**src/rtl/mem_port_arbiter.sv**
```systemverilog
// Shares one SRAM-like port between instruction fetch and data access; one transaction in flight.
// Data normally wins, but a bounded run of data grants lets a waiting fetch through.
module mem_port_arbiter #(
    parameter int ADDR_W     = 32,
    parameter int DATA_W     = 32,
    parameter int STARVE_MAX = 4
) (
    input  logic                clk,
    input  logic                rst,
    input  logic                inst_req,
    input  logic                inst_wr,
    input  logic [ADDR_W-1:0]   inst_addr,
    input  logic [DATA_W/8-1:0] inst_wstrb,
    input  logic [DATA_W-1:0]   inst_wdata,
    output logic                inst_addr_ok,
    output logic                inst_data_ok,
    output logic [DATA_W-1:0]   inst_rdata,
    input  logic                data_req,
    input  logic                data_wr,
    input  logic [ADDR_W-1:0]   data_addr,
    input  logic [DATA_W/8-1:0] data_wstrb,
    input  logic [DATA_W-1:0]   data_wdata,
    output logic                data_addr_ok,
    output logic                data_data_ok,
    output logic [DATA_W-1:0]   data_rdata,
    output logic                mem_req,
    output logic                mem_wr,
    output logic [ADDR_W-1:0]   mem_addr,
    output logic [DATA_W/8-1:0] mem_wstrb,
    output logic [DATA_W-1:0]   mem_wdata,
    input  logic                mem_addr_ok,
    input  logic                mem_data_ok,
    input  logic [DATA_W-1:0]   mem_rdata,
    output logic                stallreq_for_mem
);

    localparam int CNT_W = $clog2(STARVE_MAX + 1);
    localparam logic [CNT_W-1:0] CNT_MAX = CNT_W'(STARVE_MAX);

    localparam logic [1:0] IDLE = 2'd0;
    localparam logic [1:0] ADDR = 2'd1;
    localparam logic [1:0] WAIT = 2'd2;

    localparam logic OWN_INST = 1'b0;
    localparam logic OWN_DATA = 1'b1;

    logic [1:0]       state;
    logic             owner;
    logic [CNT_W-1:0] starve_cnt;

    logic starve_hit;
    logic grant_inst;
    logic grant_data;
    logic addr_accept;
    logic resp_valid;
    logic in_wait;
    logic inst_pending;
    logic data_pending;

    assign starve_hit = (starve_cnt == CNT_MAX);
    assign grant_inst = inst_req & (~data_req | starve_hit);
    assign grant_data = data_req & ~grant_inst;

    always_ff @(posedge clk or posedge rst) begin
        if (rst) begin
            state      <= IDLE;
            owner      <= OWN_INST;
            starve_cnt <= '0;
            mem_wr     <= 1'b0;
            mem_addr   <= '0;
            mem_wstrb  <= '0;
            mem_wdata  <= '0;
        end else begin
            case (state)
                IDLE: begin
                    if (grant_inst | grant_data) begin
                        state <= ADDR;
                        owner <= grant_data ? OWN_DATA : OWN_INST;
                        if (grant_data) begin
                            mem_wr    <= data_wr;
                            mem_addr  <= data_addr;
                            mem_wstrb <= data_wstrb;
                            mem_wdata <= data_wdata;
                        end else begin
                            mem_wr    <= inst_wr;
                            mem_addr  <= inst_addr;
                            mem_wstrb <= inst_wstrb;
                            mem_wdata <= inst_wdata;
                        end
                        // Only data grants that bypass a waiting fetch count toward starvation.
                        if (grant_data & inst_req) begin
                            if (!starve_hit) begin
                                starve_cnt <= starve_cnt + CNT_W'(1);
                            end
                        end else begin
                            starve_cnt <= '0;
                        end
                    end
                end
                ADDR: begin
                    if (mem_addr_ok) begin
                        state <= WAIT;
                    end
                end
                WAIT: begin
                    if (mem_data_ok) begin
                        state <= IDLE;
                    end
                end
                default: state <= IDLE;
            endcase
        end
    end

    assign mem_req     = (state == ADDR);
    assign addr_accept = (state == ADDR) & mem_addr_ok;
    assign in_wait     = (state == WAIT);
    assign resp_valid  = in_wait & mem_data_ok;

    assign inst_addr_ok = addr_accept & (owner == OWN_INST);
    assign data_addr_ok = addr_accept & (owner == OWN_DATA);
    assign inst_data_ok = resp_valid & (owner == OWN_INST);
    assign data_data_ok = resp_valid & (owner == OWN_DATA);
    assign inst_rdata   = (in_wait && owner == OWN_INST) ? mem_rdata : '0;
    assign data_rdata   = (in_wait && owner == OWN_DATA) ? mem_rdata : '0;

    assign inst_pending = (state != IDLE) & (owner == OWN_INST);
    assign data_pending = (state != IDLE) & (owner == OWN_DATA);

    assign stallreq_for_mem = ((inst_req | inst_pending) & ~inst_data_ok)
                            | ((data_req | data_pending) & ~data_data_ok);

endmodule
```
**config.mk**
```make
export PLATFORM = sky130hd
export DESIGN_NAME = mem_port_arbiter
export DESIGN_NICKNAME = d
export VERILOG_FILES = /design/src/rtl/mem_port_arbiter.sv
export SDC_FILE = /design/constraint.sdc
export NUM_CORES = 1
export LEC_CHECK = 0
export CORE_AREA = 3 3 123 125
export CTS_BUF_LIST = sky130_fd_sc_hd__clkbuf_4 sky130_fd_sc_hd__clkbuf_8 sky130_fd_sc_hd__clkbuf_16
export CTS_CLUSTER_DIAMETER = 150
export CTS_CLUSTER_SIZE = 30
export DETAILED_ROUTE_END_ITERATION = 10
export DIE_AREA = 0 0 126 128
export PLACE_DENSITY = 0.73
export SYNTH_ARGS = -nofsm -noshare
export SYNTH_HDL_FRONTEND = slang
export SYNTH_SLANG_ARGS = --single-unit
```
**constraint.sdc**
```tcl
create_clock -name clk -period 6.78 [get_ports clk]
set_input_delay 1.356 -clock clk [delete_from_list [all_inputs] [get_ports clk]]
set_output_delay 1.356 -clock clk [all_outputs]
set_load 0.02 [all_outputs]
```
# [Word level (Yosys, flattened, before mapping)]
# Index checks and enable logic that the tools add are counted.
[op_classes] muxes=13 shifts=0 n_div=0 order_cmp=0 reduce_logical=7 n_bitwise=23 n_addsub=1 n_eq_ne=7 multipliers=0
[op_table] op="2-to-1 mux 32 bit" count=4
[op_table] op="bitwise AND 1 bit" count=13
[op_table] op="2-to-1 mux 2 bit" count=3
[op_table] op="2-to-1 mux 3 bit" count=2
[op_table] op="!= test 2 bit, second input constant" count=3
[op_table] op="one-hot mux 2 bit (3 select lines)" count=1
[op_table] op="AND reduction 3 bit" count=2
[op_table] op="NOT 1 bit" count=5
[op_table] op="OR 1 bit" count=5
[op_table] op="2-to-1 mux 4 bit" count=1
[op_table] op="adder 3 x 1 -> 3 bit, second input constant" count=1
[op_table] op="== test 3 bit, second input constant" count=1
[op_table] op="== test 2 x 1 -> 1 bit, second input constant" count=1
[op_table] op="== test 2 bit, second input constant" count=1
[op_table] op="logical AND 1 bit" count=2
[op_table] op="zero test 2 bit" count=1
[op_table] op="2-to-1 mux 1 bit" count=2
[op_table] op="!= test 2 x 1 -> 1 bit, second input constant" count=1
[op_table] op="AND reduction 2 bit" count=1
[op_table] op="nonzero test 2 bit" count=1
[totals] out_inout_bits=139 memories=0 mem_bits_ro=0 input_bits=176 register_bits=75 latch_bits=0 wordCells=58 ramBits=0

# [Logic depth before layout (Yosys ltp)]
# Gate-level depths: netlist of run 1.
[depth] depth_word=8 depth_mapped=7 mapped_depth_nobuf=5

# [Worst setup path after synthesis of run 1]
# No wires, ideal clock.
[synth_timing] path_type="input to output" startpoint="input port data_req" endpoint="output port stallreq_for_mem" setup_slack_ns=3.110 cell_stages=6 path_buffers=3 t_arrival_ns=2.314 required_ns=5.424 path_cell_list="buf_4 or2_2 buf_2 buf_2 nor2_1 o21bai_1"
[synth_between] elab_chain_cells=3
[synth_lines] element="start, declared" line_no="18" source="input logic data_req,"
[synth_lines] element="OR 1 bit" line_no="131" source="| ((data_req | data_pending) & ~data_data_ok);"
[synth_lines] element="bitwise AND 1 bit" line_no="131"
[synth_lines] element="OR 1 bit" line_no="131"
[synth_lines] element="end, declared" line_no="34" source="output logic stallreq_for_mem"
# No other way between the ends.

# [Worst setup path in the final report of run 1]
[layout_timing] startpoint="input port inst_req" endpoint="output port stallreq_for_mem"
[layout_between] elab_chain_cells=3
[layout_lines] element="start, declared" line_no="10" source="input logic inst_req,"
[layout_lines] element="OR 1 bit" line_no="130" source="assign stallreq_for_mem = ((inst_req | inst_pending) & ~inst_data_ok)"
[layout_lines] element="bitwise AND 1 bit" line_no="130"
[layout_lines] element="OR 1 bit" line_no="131"
# No other way between the ends.

==> results of run 1 <==
==> cells in the final DEF, fill, tap and decap left out, drive strengths merged, types with 2 or more instances in the layout <==
| master | synthesis | layout |
|---|---|---|
| o21ai | 73 | 73 |
| bufinv | 0 | 3 |
| nand4 | 69 | 69 |
| o2bb2ai | 2 | 2 |
| clkbuf | 40 | 12 |
| clkinv | 0 | 2 |
| or2 | 2 | 2 |
| buf | 27 | 11 |
| nor2 | 7 | 7 |
| nand3 | 70 | 70 |
| nand2b | 2 | 2 |
| ha | 2 | 2 |
| dfrtp | 75 | 75 |
| and2 | 67 | 67 |
| o211ai | 69 | 69 |
| nand2 | 3 | 3 |
| clkdlybuf4s50 | 0 | 313 |
| inv | 6 | 5 |
==> registers in the layout, summed over array words and instances (netlist names) <==
name	cells
mem_addr	32
mem_wdata	32
mem_wstrb	4
starve_cnt	3
state	2
mem_wr	1
owner	1
==> cell usage after synthesis <==
master and count:
dfrtp_1 75, o21ai_0 72, nand3_1 69, nand4_1 69
o211ai_1 69, and2_1 67, clkbuf_1 39, buf_2 20
inv_1 6, nor2_1 6, buf_1 4, nand2_1 3
buf_4 2, ha_1 2, nand2b_1 2, o2bb2ai_1 2
a211o_1 1, a22o_1 1, and3_1 1, buf_6 1
clkbuf_2 1, mux2i_1 1, nand3_2 1, nor2_2 1
nor2b_1 1, o21ai_1 1, o21bai_1 1, o311ai_0 1
or2_1 1, or2_2 1
==> per-stage QoR <==
step	util (%)	power [W]	cells
finish	57.0	0.00315	975
global route	57.0	0.00334	975
CTS	57.0	0.00317	974
detailed placement	54.4	0.00259	958
global placement	54.4	0.00254	958
floorplan	-	0.00177	521
==> per-layer routing <==
metal	up-vias	global-route usage, %	share of wire [%]
met2	280	40.8	51
met3	33	6.25	8.8
met5	-	0	0
li1	2478	-	-
met4	0	8.52	2.7
met1	2562	26.4	37
==> area by class of cell <==
cell class              count  area share, %
flip-flops and latches     75           23.5
diodes                      1         0.0314
repair buffers            324           40.3
clock inverters             4           1.19
inverters                   6          0.298
clock buffers              12           3.34
well taps                 180           2.83
multi-input cells         373           28.4
==> power breakdown <==
part           switching, W  internal, W  leakage (nW)
sequential         0.000122     0.000673         0.916
clock              0.000184     0.000389         0.179
combinational      0.000984     0.000796          1.85
==> logic make-up (layout without fill, tap and decap cells) <==
logic type / count (synthesis) / in the layout / synth area share (%)
buffers and inverters: 73 / 346 / 7.09
AO/OA/AOI/OAI: 148 / 148 / 21.0
multiplexers: 1 / 1 / 0.225
other: 0 / 1 / 0
adder cells (fa/ha/maj): 2 / 2 / 0.563
flip-flops: 75 / 75 / 42.2
AND/OR/NAND/NOR: 222 / 222 / 28.9
==> worst min path at each step <==
stage | cells past startpoint | slack, ns | end | from
floorplan | 1 | 0.47 | starve_cnt[0] | starve_cnt[0]
global placement | 1 | 0.49 | starve_cnt[0] | starve_cnt[0]
detailed placement | 1 | 0.51 | starve_cnt[0] | starve_cnt[0]
CTS | 1 | 0.52 | starve_cnt[0] | starve_cnt[0]
global route | 2 | 0.55 | mem_wdata[9] | mem_wdata[9]
finish | 1 | 0.52 | starve_cnt[0] | starve_cnt[0]
==> critical path, delay by kind of cell <==
family	cells	cell delay, ns
multiplexers	1	0.11
AO/OA/AOI/OAI	1	0.12
AND/OR/NAND/NOR	1	0.21
buffers and inverters	2	1.26
==> impl_metrics.ini, run 1 <==
[placement]
gp_congestion = 0.897
preCtsSetupSlack_ns = 2.36
placed_area_um2 = 7610
io_buffers = 314
post-dp-hpwl_mm = 13.6

[floorplanning]
rows = 43
ioPinCount = 315
die_x_um = 126
die_h_um = 128
die_area_um2 = 16100
start_util_pct = 31.8
core_um2 = 14000

[grt]
grt_max_degree = 81
antenna_found_initial = 1
grt_usage_pct = 22.9
grt_pass1_vias = 5612
grt_overflow = 0
grt_pass1_wl_mm = 29.8

[detailed_routing]
vias_per_cell = 5.49
drc_errors = 0
drt-pass1-iter-count = 5
vias = 5353
drtAntennaViolNets = 0
detailedRoute.firstIterationViolations = 358
wl_per_cell_um = 19.9
drt_wl_total_mm = 19.4

[worst_setup_path]
r2r_cells = 5
r2r-start = state[0]
critical_path_class = input pin to output pin
cpPeakStageDelay_ns = 0.65
cp.required_ns = 5.42
worst_ep_arrival_time_ns = 3.06
crit_top_cell = clkdlybuf4s50_1
critical_path.cell_chain = clkdlybuf4s50_1 -> mux2i_1 -> and3_1 -> o21bai_1 -> clkdlybuf4s50_1
rrSetupSlack_ns = 4.47
crit_end = stallreq_for_mem
slowest_stage = clkdlybuf4s50_1
path_max_fanout = 5
start_kind = input pin
r2r-end = mem_addr[27]
crit_path_end_kind = output pin
startpoint = inst_req

[yosys]
synth_area_um2 = 4450
syn_nets = 699
syn-mean-instance-area_um2 = 8.53
seq_area_frac_synth_pct = 42.2
ys_types = 30
yosysWarnings = 0
synthTopCellsByArea = dfrtp_1 42%, o211ai_1 12%, nand4_1 9.7%, and2_1 9.4%, o21ai_0 8.1%
synth_top_cell_area_share_pct = 42.2
synthCells = 521
ys_ff_latch = 75
yosysTopAreaCell = dfrtp_1

[cts]
cts_tree = done
clk_latency_ns = 0.33
htreeDepth = 3
clock-root-buffer = clkbuf_16
clk_pin_slew_ns = 0.06
clk_path_buf_depth = 2
clock_sinks = 75
cts_resized = 0
cts_inserted_buffers = 9
cts.hold.buffers_added = 0
post_cts.repair.setup_buffers = 0

[layout]
final_area_um2 = 7970
drive_gt1_share_pct = 4.28
nNetsFinal = 967
multiInputGateArea_um2 = 2270
register_area_um2 = 1880
area_growth_pct = 79.3
fill_cells = 1222

[sta]
fin_crit_sh_pct = 65.1
worst_slew_pin_slew_ns = 1.24
max_freq_ghz = 0.227
rsz0062_at_grt = no
setup_viol = 0
drv_slew = 0
period_minus_slack_ns = 4.41
finalHoldViolCount = 0
slew_headroom_pct = 17.2
setup_slack_ns = 2.37
holdWs_ns = 0.517
clock_skew_ns = 0.00679
finalSetupTns_ns = 0

[power]
ir_worst_vdd_mv = 0.209
power.density_nw_per_um2 = 395
p_leak_nw = 2.95

[status]
outcome = completed

[hold_path]
hold_path_class = register to register

[run]
max_cap_viol_count = 0
Note: power is estimated with default switching activity, not from simulation.
==> run 2: changes to the inputs <==
==> config.mk (replaced) <==
export PLATFORM = sky130hd
export DESIGN_NAME = mem_port_arbiter
export DESIGN_NICKNAME = d
export VERILOG_FILES = /design/src/rtl/mem_port_arbiter.sv
export SDC_FILE = /design/constraint.sdc
export NUM_CORES = 1
export LEC_CHECK = 0
export CORE_MARGIN = 3
export CORE_UTILIZATION = 32
export CTS_BUF_LIST = sky130_fd_sc_hd__clkbuf_4 sky130_fd_sc_hd__clkbuf_8 sky130_fd_sc_hd__clkbuf_16
export CTS_CLUSTER_DIAMETER = 150
export CTS_CLUSTER_SIZE = 30
export DETAILED_ROUTE_END_ITERATION = 10
export PLACE_DENSITY = 0.78
export SYNTH_ARGS = -nofsm -noshare
export SYNTH_HDL_FRONTEND = slang
export SYNTH_SLANG_ARGS = --single-unit
==> constraint.sdc (replaced) <==
create_clock -name clk -period 3.9 [get_ports clk]
set_input_delay 0.78 -clock clk [delete_from_list [all_inputs] [get_ports clk]]
set_output_delay 0.78 -clock clk [all_outputs]
set_load 0.02 [all_outputs]
==> impl_metrics.ini, run 2 (synthesis results as in run 1) <==
[status]
outcome = completed

[sta]
drv_slew = 0
finalHoldViolCount = 0
rsz0062_at_grt = no
setup_viol = 0
fin_crit_sh_pct = 83.3
period_minus_slack_ns = 3.25
slew_headroom_pct = 18.8
worst_slew_pin_slew_ns = 1.22
clock_skew_ns = 0.00478
max_freq_ghz = 0.308
holdWs_ns = 0.510
finalSetupTns_ns = 0

[placement]
io_buffers = 314
post-dp-hpwl_mm = 13.3
gp_congestion = 0.850
dp.cells = 953

[run]
max_cap_viol_count = 0

[cts]
cts_inserted_buffers = 9
clock_sinks = 75
clk_latency_ns = 0.33
cts_resized = 0
clock-root-buffer = clkbuf_16
cts.hold.buffers_added = 0
clk_pin_slew_ns = 0.06
clk_path_buf_depth = 2
post_cts.repair.setup_buffers = 0
htreeDepth = 3
cts_tree = done

[detailed_routing]
vias = 5441
drc_errors = 0
drtAntennaViolNets = 0
detailedRoute.firstIterationViolations = 456
drt_wl_total_mm = 18.8
drt-pass1-iter-count = 7
wl_per_cell_um = 19.4
vias_per_cell = 5.61

[layout]
reg_top3 = mem_addr: 32 flops, mem_wdata: 32 flops, mem_wstrb: 4 flops
final_cell_mix = 313 x clkdlybuf4s50_1, 75 x dfrtp_1, 72 x o21ai_0
layout_commonest_cell = clkdlybuf4s50_1
post-route-util_pct = 59.0
finalNonFillerCells = 970
fill_cells = 1140
nNetsFinal = 966
area_growth_pct = 77.8
drive_gt1_share_pct = 4.16

[grt]
grt_pass1_wl_mm = 28.0
antenna_found_initial = 0
grt_overflow = 0
grt_max_degree = 95
grt_usage_pct = 23.1
grt_pass1_vias = 5490

[floorplanning]
rows = 42
die_h_um = 124
die_x_um = 124
ioPinCount = 315
core_um2 = 13400
start_util_pct = 33.2
die_area_um2 = 15300

[worst_setup_path]
crit_path_end_kind = output pin
start_kind = input pin
r2r-start = state[0]
critical_path_class = input pin to output pin
cp.required_ns = 3.12
startpoint = inst_req
path_max_fanout = 5
worst_ep_arrival_time_ns = 2.47

[power]
power.density_nw_per_um2 = 668
p_leak_nw = 2.92
power_w = 0.00528
ir_worst_vdd_mv = 0.384

[hold_path]
hold_start = starve_cnt[0]
hold_path_class = register to register
[run 2: layer usage]
metal  global-route usage [%]  vias up  routed length, um
met1                     25.9     2614               6780
met5                        0        -                  0
met4                     7.61        0                326
met2                     41.8      318               9740
met3                     6.90       30               1950
li1                         -     2479                  -
[run 2: worst paths after layout]
check                              endpoint  slack (ns)  cells after the start
max                        stallreq_for_mem        0.65                      5
min                           starve_cnt[0]        0.51                      1
max reg2reg                    mem_wdata[4]        1.72                      4
min reg2reg                   starve_cnt[0]        0.51                      1
max in group asynchronous     starve_cnt[2]        2.07                      3
min in group asynchronous      mem_addr[21]        0.99                      2
[run 2: cell type report]
| type | count | area [um^2] | share of cell area [%] |
|---|---|---|---|
| inverter | 6 | 23.8 | 0.301 |
| multi-input combinational | 373 | 2270 | 28.7 |
| antenna | 1 | 2.50 | 0.0317 |
| sequential | 75 | 1880 | 23.7 |
| clock buffer | 14 | 275 | 3.48 |
| tap | 176 | 220 | 2.79 |
| clock inverter | 2 | 10.0 | 0.127 |
| timing repair buffer | 323 | 3230 | 40.9 |
[run 2: report_power, final]
part           internal (W)  switching [W]
sequential          0.00117       0.000218
clock              0.000485       0.000307
combinational       0.00140        0.00171
[run 2: through the flow]
step / area (um^2) / setup slack [ns]
finish: 7910 / 0.651
global route: 7900 / 0.546
CTS: 7900 / 0.606
detailed placement: 7620 / 0.609
global placement: 7620 / 0.639
floorplan: 4450 / 1.21
[run 2: critical path, cell delays in order]
cell	delay (ns)
clkdlybuf4s50_1	0.62
mux2i_1	0.11
and3_1	0.19
o21bai_1	0.12
clkdlybuf4s50_1	0.65
